`src/rtl/hpdcache_mem_read_credit.sv`:
```
// ============================================================================
// Module   : hpdcache_mem_read_credit
// Brief    : Credit-based read-channel regulator. Requests are forwarded only
//            when a response slot is reserved; responses drain through a FIFO.
//            Optional macro HPDCACHE_MEM_READ_CREDIT_BYPASS_EN enables a
//            0-cycle response bypass when the FIFO is empty.
// Revision : 1.0 - initial release
// ============================================================================
`timescale 1ns/1ps
`default_nettype none

module hpdcache_mem_read_credit #(
    parameter int unsigned DEPTH     = 4,
    parameter int unsigned REQ_WIDTH = 68,
    parameter int unsigned RSP_WIDTH = 520
) (
    input  logic                         clk_i,
    input  logic                         rst_i,
    input  logic                         cache_req_valid_i,
    output logic                         cache_req_ready_o,
    input  logic [REQ_WIDTH-1:0]         cache_req_i,
    output logic                         mem_req_valid_o,
    input  logic                         mem_req_ready_i,
    output logic [REQ_WIDTH-1:0]         mem_req_o,
    input  logic                         mem_rsp_valid_i,
    output logic                         mem_rsp_ready_o,
    input  logic [RSP_WIDTH-1:0]         mem_rsp_i,
    output logic                         cache_rsp_valid_o,
    input  logic                         cache_rsp_ready_i,
    output logic [RSP_WIDTH-1:0]         cache_rsp_o,
    output logic [$clog2(DEPTH+1)-1:0]   credits_o,
    output logic                         idle_o,
    output logic                         err_o
);

    localparam int unsigned           c_cnt_w    = $clog2(DEPTH + 1);
    localparam int unsigned           c_ptr_w    = (DEPTH > 1) ? $clog2(DEPTH) : 1;
    localparam logic [c_cnt_w-1:0]    c_depth    = c_cnt_w'(DEPTH);
    localparam logic [c_ptr_w-1:0]    c_last_ptr = c_ptr_w'(DEPTH - 1);

    logic [c_cnt_w-1:0]   out_q, out_d;
    logic [c_cnt_w-1:0]   occ_q, occ_d;
    logic [c_ptr_w-1:0]   wptr_q, wptr_d;
    logic [c_ptr_w-1:0]   rptr_q, rptr_d;
    logic                 err_q, err_d;
    logic [RSP_WIDTH-1:0] fifo_q [DEPTH];
    logic [RSP_WIDTH-1:0] fifo_d [DEPTH];

    logic [c_cnt_w-1:0]   credits;
    logic                 has_credit;
    logic                 req_hs;
    logic                 rsp_acc;
    logic                 rsp_expected;
    logic                 bypass;
    logic                 push;
    logic                 pop;

    // Pointers wrap modulo DEPTH; with DEPTH=1 they stay at zero.
    function automatic logic [c_ptr_w-1:0] ptr_inc(input logic [c_ptr_w-1:0] p);
        return (p == c_last_ptr) ? '0 : p + 1'b1;
    endfunction

    assign credits    = c_depth - out_q - occ_q;
    assign has_credit = (credits != '0);

    assign mem_req_valid_o   = cache_req_valid_i & has_credit;
    assign cache_req_ready_o = mem_req_ready_i & has_credit;
    assign mem_req_o         = cache_req_i;
    assign req_hs            = mem_req_valid_o & mem_req_ready_i;

    assign mem_rsp_ready_o = (occ_q < c_depth);
    assign rsp_acc         = mem_rsp_valid_i & mem_rsp_ready_o;
    assign rsp_expected    = rsp_acc & (out_q != '0);

`ifdef HPDCACHE_MEM_READ_CREDIT_BYPASS_EN
    assign bypass            = rsp_expected & (occ_q == '0) & cache_rsp_ready_i;
    assign cache_rsp_valid_o = (occ_q != '0) | (mem_rsp_valid_i & (out_q != '0));
    assign cache_rsp_o       = (occ_q != '0) ? fifo_q[rptr_q] : mem_rsp_i;
`else
    assign bypass            = 1'b0;
    assign cache_rsp_valid_o = (occ_q != '0);
    assign cache_rsp_o       = fifo_q[rptr_q];
`endif

    assign push = rsp_expected & ~bypass;
    assign pop  = (occ_q != '0) & cache_rsp_ready_i;

    assign credits_o = credits;
    assign idle_o    = (out_q == '0) & (occ_q == '0);
    assign err_o     = err_q;

    always_comb begin
        out_d  = out_q + c_cnt_w'(req_hs) - c_cnt_w'(rsp_expected);
        occ_d  = occ_q + c_cnt_w'(push) - c_cnt_w'(pop);
        wptr_d = push ? ptr_inc(wptr_q) : wptr_q;
        rptr_d = pop  ? ptr_inc(rptr_q) : rptr_q;
        // A beat with nothing outstanding is dropped and flagged.
        err_d  = err_q | (rsp_acc & (out_q == '0));
    end

    always_comb begin
        fifo_d = fifo_q;
        if (push) begin
            fifo_d[wptr_q] = mem_rsp_i;
        end
    end

    always_ff @(posedge clk_i or posedge rst_i) begin
        if (rst_i) begin
            out_q  <= '0;
            occ_q  <= '0;
            wptr_q <= '0;
            rptr_q <= '0;
            err_q  <= 1'b0;
        end else begin
            out_q  <= out_d;
            occ_q  <= occ_d;
            wptr_q <= wptr_d;
            rptr_q <= rptr_d;
            err_q  <= err_d;
        end
    end

    // Payload storage needs no reset: occupancy qualifies every read.
    always_ff @(posedge clk_i) begin
        fifo_q <= fifo_d;
    end

`ifndef SYNTHESIS
    a_credit_bound: assert property (@(posedge clk_i) disable iff (rst_i)
        (32'(out_q) + 32'(occ_q)) <= DEPTH);
    a_rsp_ready: assert property (@(posedge clk_i) disable iff (rst_i)
        mem_rsp_valid_i |-> mem_rsp_ready_o);
    a_req_stable: assert property (@(posedge clk_i) disable iff (rst_i)
        (cache_req_valid_i && !cache_req_ready_o) |=> (!cache_req_valid_i || $stable(cache_req_i)));
`endif

endmodule

`default_nettype wire

```
`config.mk`:
```
export PLATFORM = sky130hd
export DESIGN_NAME = hpdcache_mem_read_credit
export DESIGN_NICKNAME = d
export VERILOG_FILES = /design/src/rtl/hpdcache_mem_read_credit.sv
export SDC_FILE = /design/constraint.sdc
export NUM_CORES = 1
export LEC_CHECK = 0
export ABC_AREA = 1
export CAP_MARGIN = 40
export CORE_MARGIN = 4
export CORE_UTILIZATION = 34
export DETAILED_ROUTE_END_ITERATION = 16
export HOLD_SLACK_MARGIN = 0.05
export PLACE_DENSITY_LB_ADDON = 0.25
export SETUP_SLACK_MARGIN = 0.5
export SYNTH_ARGS = -nofsm -noshare
export SYNTH_HDL_FRONTEND = slang
export SYNTH_SLANG_ARGS = --single-unit
```
`constraint.sdc`:
```
create_clock -name clk_i -period 26 [get_ports clk_i]
set_input_delay 5.2 -clock clk_i [delete_from_list [all_inputs] [get_ports clk_i]]
set_output_delay 5.2 -clock clk_i [all_outputs]
set_load 0.02 [all_outputs]
```
Word-level counts from Yosys, hierarchy flattened
Index checks and enable logic that the tools add are counted.
{ "classes": {"addsub": 8, "order_cmp": 4, "n_eq_ne": 2, "n_mux": 8, "n_bitwise": 11, "reduce_logical": 6} }
{ "op_table": {"columns": ["op", "count"], "rows": [
  ["bitwise mux 2080 bit", 1],
  ["2-to-1 mux 520 bit", 3],
  ["binary-select mux 520 bit (select 2 bit)", 1],
  ["demux 520 bit (select 2 bit)", 1],
  ["nonzero test 3 bit", 3],
  ["AND 1 bit", 8],
  ["adder 3 x 1 -> 3 bit", 2],
  [">= comparator 3 bit, second input constant", 2],
  ["logical NOT 3 bit", 2],
  ["NOT 2 -> 3 bit", 2],
  ["subtractor 3 x 1 -> 3 bit", 2],
  ["adder 2 x 1 -> 2 bit, second input constant", 2],
  ["== test 2 bit, second input constant", 2],
  ["2-to-1 mux 2 bit", 2],
  ["< comparator 3 x 1 -> 1 bit, second input constant", 1],
  ["< comparator 3 bit, second input constant", 1],
  ["subtractor 3 bit", 1],
  ["subtractor 3 bit, first input constant", 1],
  ["logical AND 1 bit", 1],
  ["bitwise OR 1 bit", 1]
]} }
{ "word_totals": {"register_bits": 2091, "inputBits": 594, "out_inout_bits": 597, "elab_cells": 48} }

Longest topological paths before layout
Gate-level depths: netlist (run 1).
{ "depth": {"depth_word": 7, "ltp_mapped": 15, "mapped_depth_nobuf": 15} }

Worst setup path before layout (run 1)
Ideal clock, no wire load.
{ "synth_path": {"path_kind": "input port to flip-flop", "start": "input port mem_rsp_valid_i", "end": "register fifo_q[0] (netlist bit) (enable)", "setup_ns": 1.418, "t_arrival_ns": 26.983, "t_required_ns": 24.582, "path_slack_ns": -2.401, "stages": 2, "n_path_buf": 0, "path_cell_list": "nand3_1 nor2_1"} }
{ "synth_between": {"elab_chain_cells": 2} }
{ "synth_lines": {"columns": ["item", "line", "rtl"], "rows": [
  ["start: declaration", "25", "input logic mem_rsp_valid_i,"],
  ["AND 1 bit", "72", "assign rsp_acc = mem_rsp_valid_i & mem_rsp_ready_o;"],
  ["AND 1 bit", "73", "assign rsp_expected = rsp_acc & (out_q != '0);"],
  ["end signal: assignment", "126", "fifo_q <= fifo_d;"],
  ["end: declaration", "46", "logic [RSP_WIDTH-1:0] fifo_q [DEPTH];"]
]} }
No other way between the ends.
A chain may end at the register's enable or synchronous reset.

Final worst setup path (run 1)
{ "layout_path": {"start": "register rptr_q[0]", "end": "output port cache_rsp_o[294]"} }
{ "layout_between": {"elab_chain_cells": 4} }
{ "layout_lines": {"columns": ["item", "line", "rtl"], "rows": [
  ["start: declaration", "44", "logic [c_ptr_w-1:0] rptr_q, rptr_d;"],
  ["start signal: assignment", "119", "rptr_q <= rptr_d;"],
  ["NOT 2 -> 3 bit (not written as such)", "82", "assign cache_rsp_o = fifo_q[rptr_q];"],
  ["binary-select mux 520 bit (select 2 bit)", "82", null],
  ["2-to-1 mux 520 bit (not written as such) (2 in a row)", "82", null],
  ["end: declaration", "30", "output logic [RSP_WIDTH-1:0] cache_rsp_o,"]
]} }
No other way between the ends. The select of a mux whose other input is x is not followed.

==> flow_metrics.py, run 1 <==
metrics = {
    "run_status": {
        "status": "finished clean",
    },
    "logic_synthesis": {
        "synth_top_cell_by_area": "edfxtp_1",
        "ys_seq_elements": 2091,
        "postSynthAreaPerCell_um2": 15.0,
        "ys_seq_area_share_pct": 80.5,
        "synth_area_um2": 78000,
        "syn_nets": 5797,
        "netlist_instances": 5189,
        "synth_top_area_share_pct": 80.1,
        "yosys-top-cells-area": "edfxtp_1 80%, o21ai_0 6.1%, nor2_1 5.0%",
        "yosysWarnings": 0,
        "synthDistinctLibCells": 22,
    },
    "timing": {
        "finClkSkew_ns": 0.0558,
        "tns_ns": 0,
        "setup_viol": 0,
        "whs_ns": 0.507,
        "fmax_mhz": 86.0,
        "slew_headroom_pct": 29.0,
        "rsz0062_at_grt": "false",
        "worst_slack_ns": 14.37,
        "drv_slew": 0,
        "max_slew.worst_pin.slew_ns": 1.06,
        "min_period_over_period_pct": 44.7,
        "hold_viol": 0,
        "period_minus_slack_ns": 11.63,
    },
    "final_layout": {
        "final_common_cell": "edfxtp_1",
        "multi_input_area_um2": 12800,
        "fillers": 20418,
        "final_cell_mix": "2080 x edfxtp_1, 1054 x clkdlybuf4s50_1, 1044 x nor2_1",
        "final_nets": 6741,
        "register_area_um2": 62700,
        "area_growth_pct": 26.0,
        "final_layout_size_suffix_gt1_share_pct": 6.17,
    },
    "drt": {
        "drt_iter0_drc": 3240,
        "drtAntennaViolNets": 0,
        "wire_per_inst_um": 23.4,
        "routed_via_density": 4.97,
        "routed-via-count": 46504,
        "drc_errors": 0,
        "finalWirelength_mm": 219,
        "first_pass_iters": 5,
    },
    "global_route": {
        "grt_pass1_wl_mm": 314,
        "grt_start_max_net_pins": 187,
        "grt.busiest_layer": "met2",
        "track_usage_pct": 17.8,
        "grt_pass1_vias": 44993,
        "antenna_found_initial": 108,
        "met3_usage_pct": 7.24,
        "grtUsageMet2_pct": 29.4,
        "grt-ovfl-total": 0,
        "use_met1_pct": 20.3,
    },
    "clocking": {
        "htree_levels": 4,
        "cts_setup_buffers": 0,
        "clockBufferDepth": 3,
        "ctsHoldBuffers": 0,
        "numCtsBuffers": 215,
        "clk-insertion-delay-late_ns": 0.85,
        "cts.reportedPaths.clkPinSlew_ns": 0.06,
        "cts_tree": "done",
        "cts_resized": 0,
        "clock-root-buffer": "clkbuf_16",
        "cts_sinks": 2091,
    },
    "setup_path": {
        "r2r-end": "fifo_q[775]$_DFFE_PP_",
        "crit_type": "reg2out",
        "r2r_slack_ns": 20.94,
        "worstPathMaxFanout": 86,
        "timing.critical_path.from_type": "flop",
        "r2r_start": "out_q[1]$_DFF_PP0_",
        "rr_worst_depth": 9,
        "critPathRequiredTime_ns": 20.80,
        "crit_arrival_ns": 6.43,
        "critPathCaptureType": "output port",
    },
    "place": {
        "hpwl_mm": 136,
        "pre_cts_slack_ns": 14.39,
        "port_buffers": 1054,
        "place.gp.congestion": 0.780,
    },
    "die": {
        "die_w_um": 487,
        "die_y_um": 487,
        "pin_count": 1191,
        "design.core.area_um2": 228000,
        "start_util_pct": 34.2,
        "core.rowCount": 175,
        "die-area_um2": 237000,
    },
    "power": {
        "vdd_drop_max_mv": 0.0905,
        "p_leak_nw": 31.3,
        "power_density_nw_per_um2": 123,
    },
    "flow_run": {
        "max_cap_violations": 0,
    },
    "min_path": {
        "min_path_type": "reg2reg",
        "worstHoldStart": "occ_q[0]$_DFF_PP0_",
        "min_to": "occ_q[0]$_DFF_PP0_",
        "min_path_cells": 1,
    },
}
[power by group]
| part | internal, mW | switching, mW | total (mW) |
|---|---|---|---|
| registers | 4.20 | 0.0995 | 4.30 |
| clock network | 1.74 | 1.29 | 3.03 |
| logic | 1.68 | 3.03 | 4.70 |
[cells in the mapped netlist]
cell,number
xnor2_1,4
o21ai_1,93
o21ai_0,951
nand2_1,22
buf_2,82
buf_6,32
inv_1,24
clkbuf_1,151
buf_8,2
buf_4,108
xor2_1,1
edfxtp_1,2080
nor2_1,1048
o22ai_1,520
nand3_1,4
clkbuf_2,39
inv_2,1
inv_4,1
ha_1,12
fa_1,2
o21bai_1,1
dfrtp_1,11
[worst max path at each step]
stage                     startpoint                   to  slack, ns  cells past startpoint
5_1_grt        rptr_q[0]$_DFFE_PP0P_     cache_rsp_o[294]      13.89                      9
4_1_cts        rptr_q[0]$_DFFE_PP0P_     cache_rsp_o[294]      14.19                      9
6_report       rptr_q[0]$_DFFE_PP0P_     cache_rsp_o[294]      14.37                      9
2_1_floorplan        mem_rsp_valid_i  fifo_q[0]$_DFFE_PP_      -2.40                      2
3_3_place_gp         mem_req_ready_i    cache_req_ready_o      14.36                      4
3_5_place_dp       cache_req_valid_i      mem_req_valid_o      14.39                      4
[worst max-delay path, cell delays in order, from the launching register on]
cell and delay (ns):
dfrtp_4 0.77, buf_4 0.28, buf_16 0.32, buf_4 0.64, buf_4 0.77, buf_4 0.58, buf_4 0.75, o21ai_0 0.21
o22ai_1 0.40, clkdlybuf4s50_1 0.69
[cell families after synthesis]
group / synth area share [%]
AOI/OAI and AO/OA: 10.9
xor gates and xnor gates: 0.0562
adders and majority gates: 0.244
buffers and inverters: 3.17
DFF: 80.5
and+or+nand+nor: 5.18
[sequential cells by signal, indices dropped and copies added (netlist names)]
register and cells:
rptr_q 2, out_q 3, err_o 1, occ_q 3
wptr_q 2, fifo_q 2080
[layout make-up]
type	instances	area share (%)
Antenna cell	45	0.115
Clock buffer	267	5.70
Clock inverter	123	1.41
Inverter	26	0.124
Multi-Input combinational cell	2658	13.0
Sequential cell	2091	63.9
Tap cell	3009	3.83
Timing Repair Buffer	1141	11.9
[stage by stage]
step	area, um2	util, %	total power [mW]	instances
floorplan	78000	-	7.29	5189
global placement	90600	39.8	9.04	8903
detailed placement	91100	40.0	9.14	8925
CTS	98100	43.1	12.2	9315
global route	98200	43.1	12.6	9340
finish	98200	43.1	12.0	9360
[per-layer routing]
layer  routed length, um  share of wire [%]
met1               81800                 37
met2              107000                 49
met3               21100                9.6
met4                9190                4.2
met5                 366               0.17
(Power assumes the default switching activity.)
==> inputs of run 2 (changes only) <==
- clock period: 26 -> 11.7 ns (I/O delays scaled with it)
==> run 2 against run 1 <==
Net effect: flip-flop and latch count stayed put; design area is 0.46% lower; hold slack got worse by 0.013 ns; clock skew is 0.0094 ns lower; cell count is 0.35% lower; routed wire length increased by 2.0%; critical path type unchanged; largest cell class unchanged.
==> flow_metrics.py, run 2 (synthesis gave the netlist of run 1 again) <==
metrics = {
    "flow_run": {
        "max_cap_violations": 0,
    },
    "timing": {
        "drv_slew": 0,
        "period_minus_slack_ns": 7.27,
        "setup_viol": 0,
        "slew_headroom_pct": 15.5,
        "whs_ns": 0.494,
        "min_period_over_period_pct": 62.2,
        "tns_ns": 0,
        "hold_viol": 0,
        "fmax_mhz": 137,
        "max_slew.worst_pin.slew_ns": 1.27,
        "finClkSkew_ns": 0.0464,
        "rsz0062_at_grt": "false",
    },
    "drt": {
        "drtAntennaViolNets": 0,
        "finalWirelength_mm": 224,
        "routed_via_density": 5.00,
        "drc_errors": 0,
        "drt_iter0_drc": 3490,
        "first_pass_iters": 7,
        "routed-via-count": 46606,
        "wire_per_inst_um": 24.0,
    },
    "place": {
        "port_buffers": 1054,
        "placedInstanceArea_um2": 90900,
        "dp.cells": 8901,
        "place.gp.congestion": 0.788,
        "hpwl_mm": 137,
    },
    "final_layout": {
        "top_regs": "fifo_q: 2080 flops, occ_q: 3 flops, out_q: 3 flops",
        "final_nets": 6716,
        "area_growth_pct": 25.4,
        "stdcell_area_um2": 97800,
        "top_register": "fifo_q",
        "fin_cells": 9327,
        "register_area_um2": 62700,
        "final_cell_mix": "2080 x edfxtp_1, 1054 x clkdlybuf4s50_1, 1044 x nor2_1",
        "final_layout_size_suffix_gt1_share_pct": 5.70,
        "final_common_cell": "edfxtp_1",
        "fillers": 20431,
        "largest_reg_flops": 2080,
        "multi_input_area_um2": 12800,
    },
    "power": {
        "clockPowerShare_pct": 24.6,
        "p_seq_share_pct": 36.1,
        "p_int_mw": 16.7,
        "power.share.combinational_pct": 39.4,
        "swShare_pct": 37.1,
        "p_sw_mw": 9.87,
        "finalPower_mw": 26.6,
        "p_leak_nw": 31.1,
        "vdd_drop_max_mv": 0.181,
        "power_density_nw_per_um2": 272,
    },
    "setup_path": {
        "crit_type": "reg2out",
        "critPathRequiredTime_ns": 9.36,
        "worstPathMaxFanout": 141,
        "rr_worst_depth": 6,
        "timing.critical_path.from_type": "flop",
        "crit_arrival_ns": 4.93,
        "critPathCaptureType": "output port",
    },
    "clocking": {
        "clockBufferDepth": 3,
        "cts_tree": "done",
        "clock-root-buffer": "clkbuf_16",
        "numCtsBuffers": 214,
        "clk-insertion-delay-late_ns": 0.85,
        "htree_levels": 4,
        "cts_setup_buffers": 0,
        "cts.reportedPaths.clkPinSlew_ns": 0.06,
        "cts_resized": 0,
        "cts_sinks": 2091,
        "ctsHoldBuffers": 0,
    },
    "global_route": {
        "grt-ovfl-total": 0,
        "antenna_found_initial": 111,
        "grt_start_max_net_pins": 223,
        "grt_pass1_vias": 45096,
        "track_usage_pct": 18.0,
        "grt_pass1_wl_mm": 319,
    },
    "run_status": {
        "status": "finished clean",
    },
    "die": {
        "die_w_um": 487,
        "design.core.area_um2": 228000,
        "pin_count": 1191,
        "die-area_um2": 237000,
        "core.rowCount": 175,
        "die_y_um": 487,
        "start_util_pct": 34.2,
    },
    "min_path": {
        "min_path_type": "reg2reg",
        "min_path_cells": 1,
    },
}
[run 2: worst paths after layout]
path                                  startpoint                endpoint  slack [ns]
max in group asynchronous                  rst_i   rptr_q[1]$_DFFE_PP0P_        9.39
hold / removal                   err_o$_DFF_PP0_         err_o$_DFF_PP0_        0.49
setup / recovery           rptr_q[1]$_DFFE_PP0P_        cache_rsp_o[239]        4.43
min in group asynchronous                  rst_i         err_o$_DFF_PP0_        1.89
hold reg to reg                  err_o$_DFF_PP0_         err_o$_DFF_PP0_        0.49
setup reg to reg              out_q[1]$_DFF_PP0_  fifo_q[1326]$_DFFE_PP_        7.95
[run 2: power by group through the flow]
stage / clock [mW] / combinational, mW / sequential, mW
4_1_cts: 6.71 / 10.6 / 9.59
3_5_place_dp: 0 / 10.6 / 9.74
3_3_place_gp: 0 / 10.5 / 9.73
5_1_grt: 7.04 / 11.2 / 9.65
6_report: 6.53 / 10.5 / 9.59
2_1_floorplan: 0 / 5.63 / 10.2
[run 2: stage by stage]
stage          worst slack [ns]  util, %
4_1_cts                    4.22     42.9
3_3_place_gp               4.79     39.8
6_report                   4.43     42.9
5_1_grt                    4.10     42.9
3_5_place_dp               5.14     39.9
2_1_floorplan             -5.01        -
[run 2: final cells by class]
| type | count | area share, % |
|---|---|---|
| inverter | 26 | 0.124 |
| timing repair buffer | 1117 | 11.8 |
| tap | 3009 | 3.85 |
| multi-input combinational | 2658 | 13.1 |
| clock buffer | 266 | 5.68 |
| sequential | 2091 | 64.2 |
| clock inverter | 121 | 1.21 |
| antenna | 39 | 0.0998 |
[run 2: per-layer routing]
metal | track usage, % | vias up | part of all wire [%]
li1 | - | 21496 | -
met1 | 20.9 | 23134 | 38
met2 | 29.9 | 1389 | 49
met3 | 7.26 | 509 | 9.3
met4 | 6.91 | 78 | 4.0
met5 | 0 | - | 0.23
[run 2: critical path, stage by stage, from the launching register on]
cell and delay (ns):
dfrtp_4 0.77, inv_8 0.67, buf_12 0.56, buf_4 0.70, o21ai_0 0.19, o22ai_1 0.27, clkdlybuf4s50_1 0.67
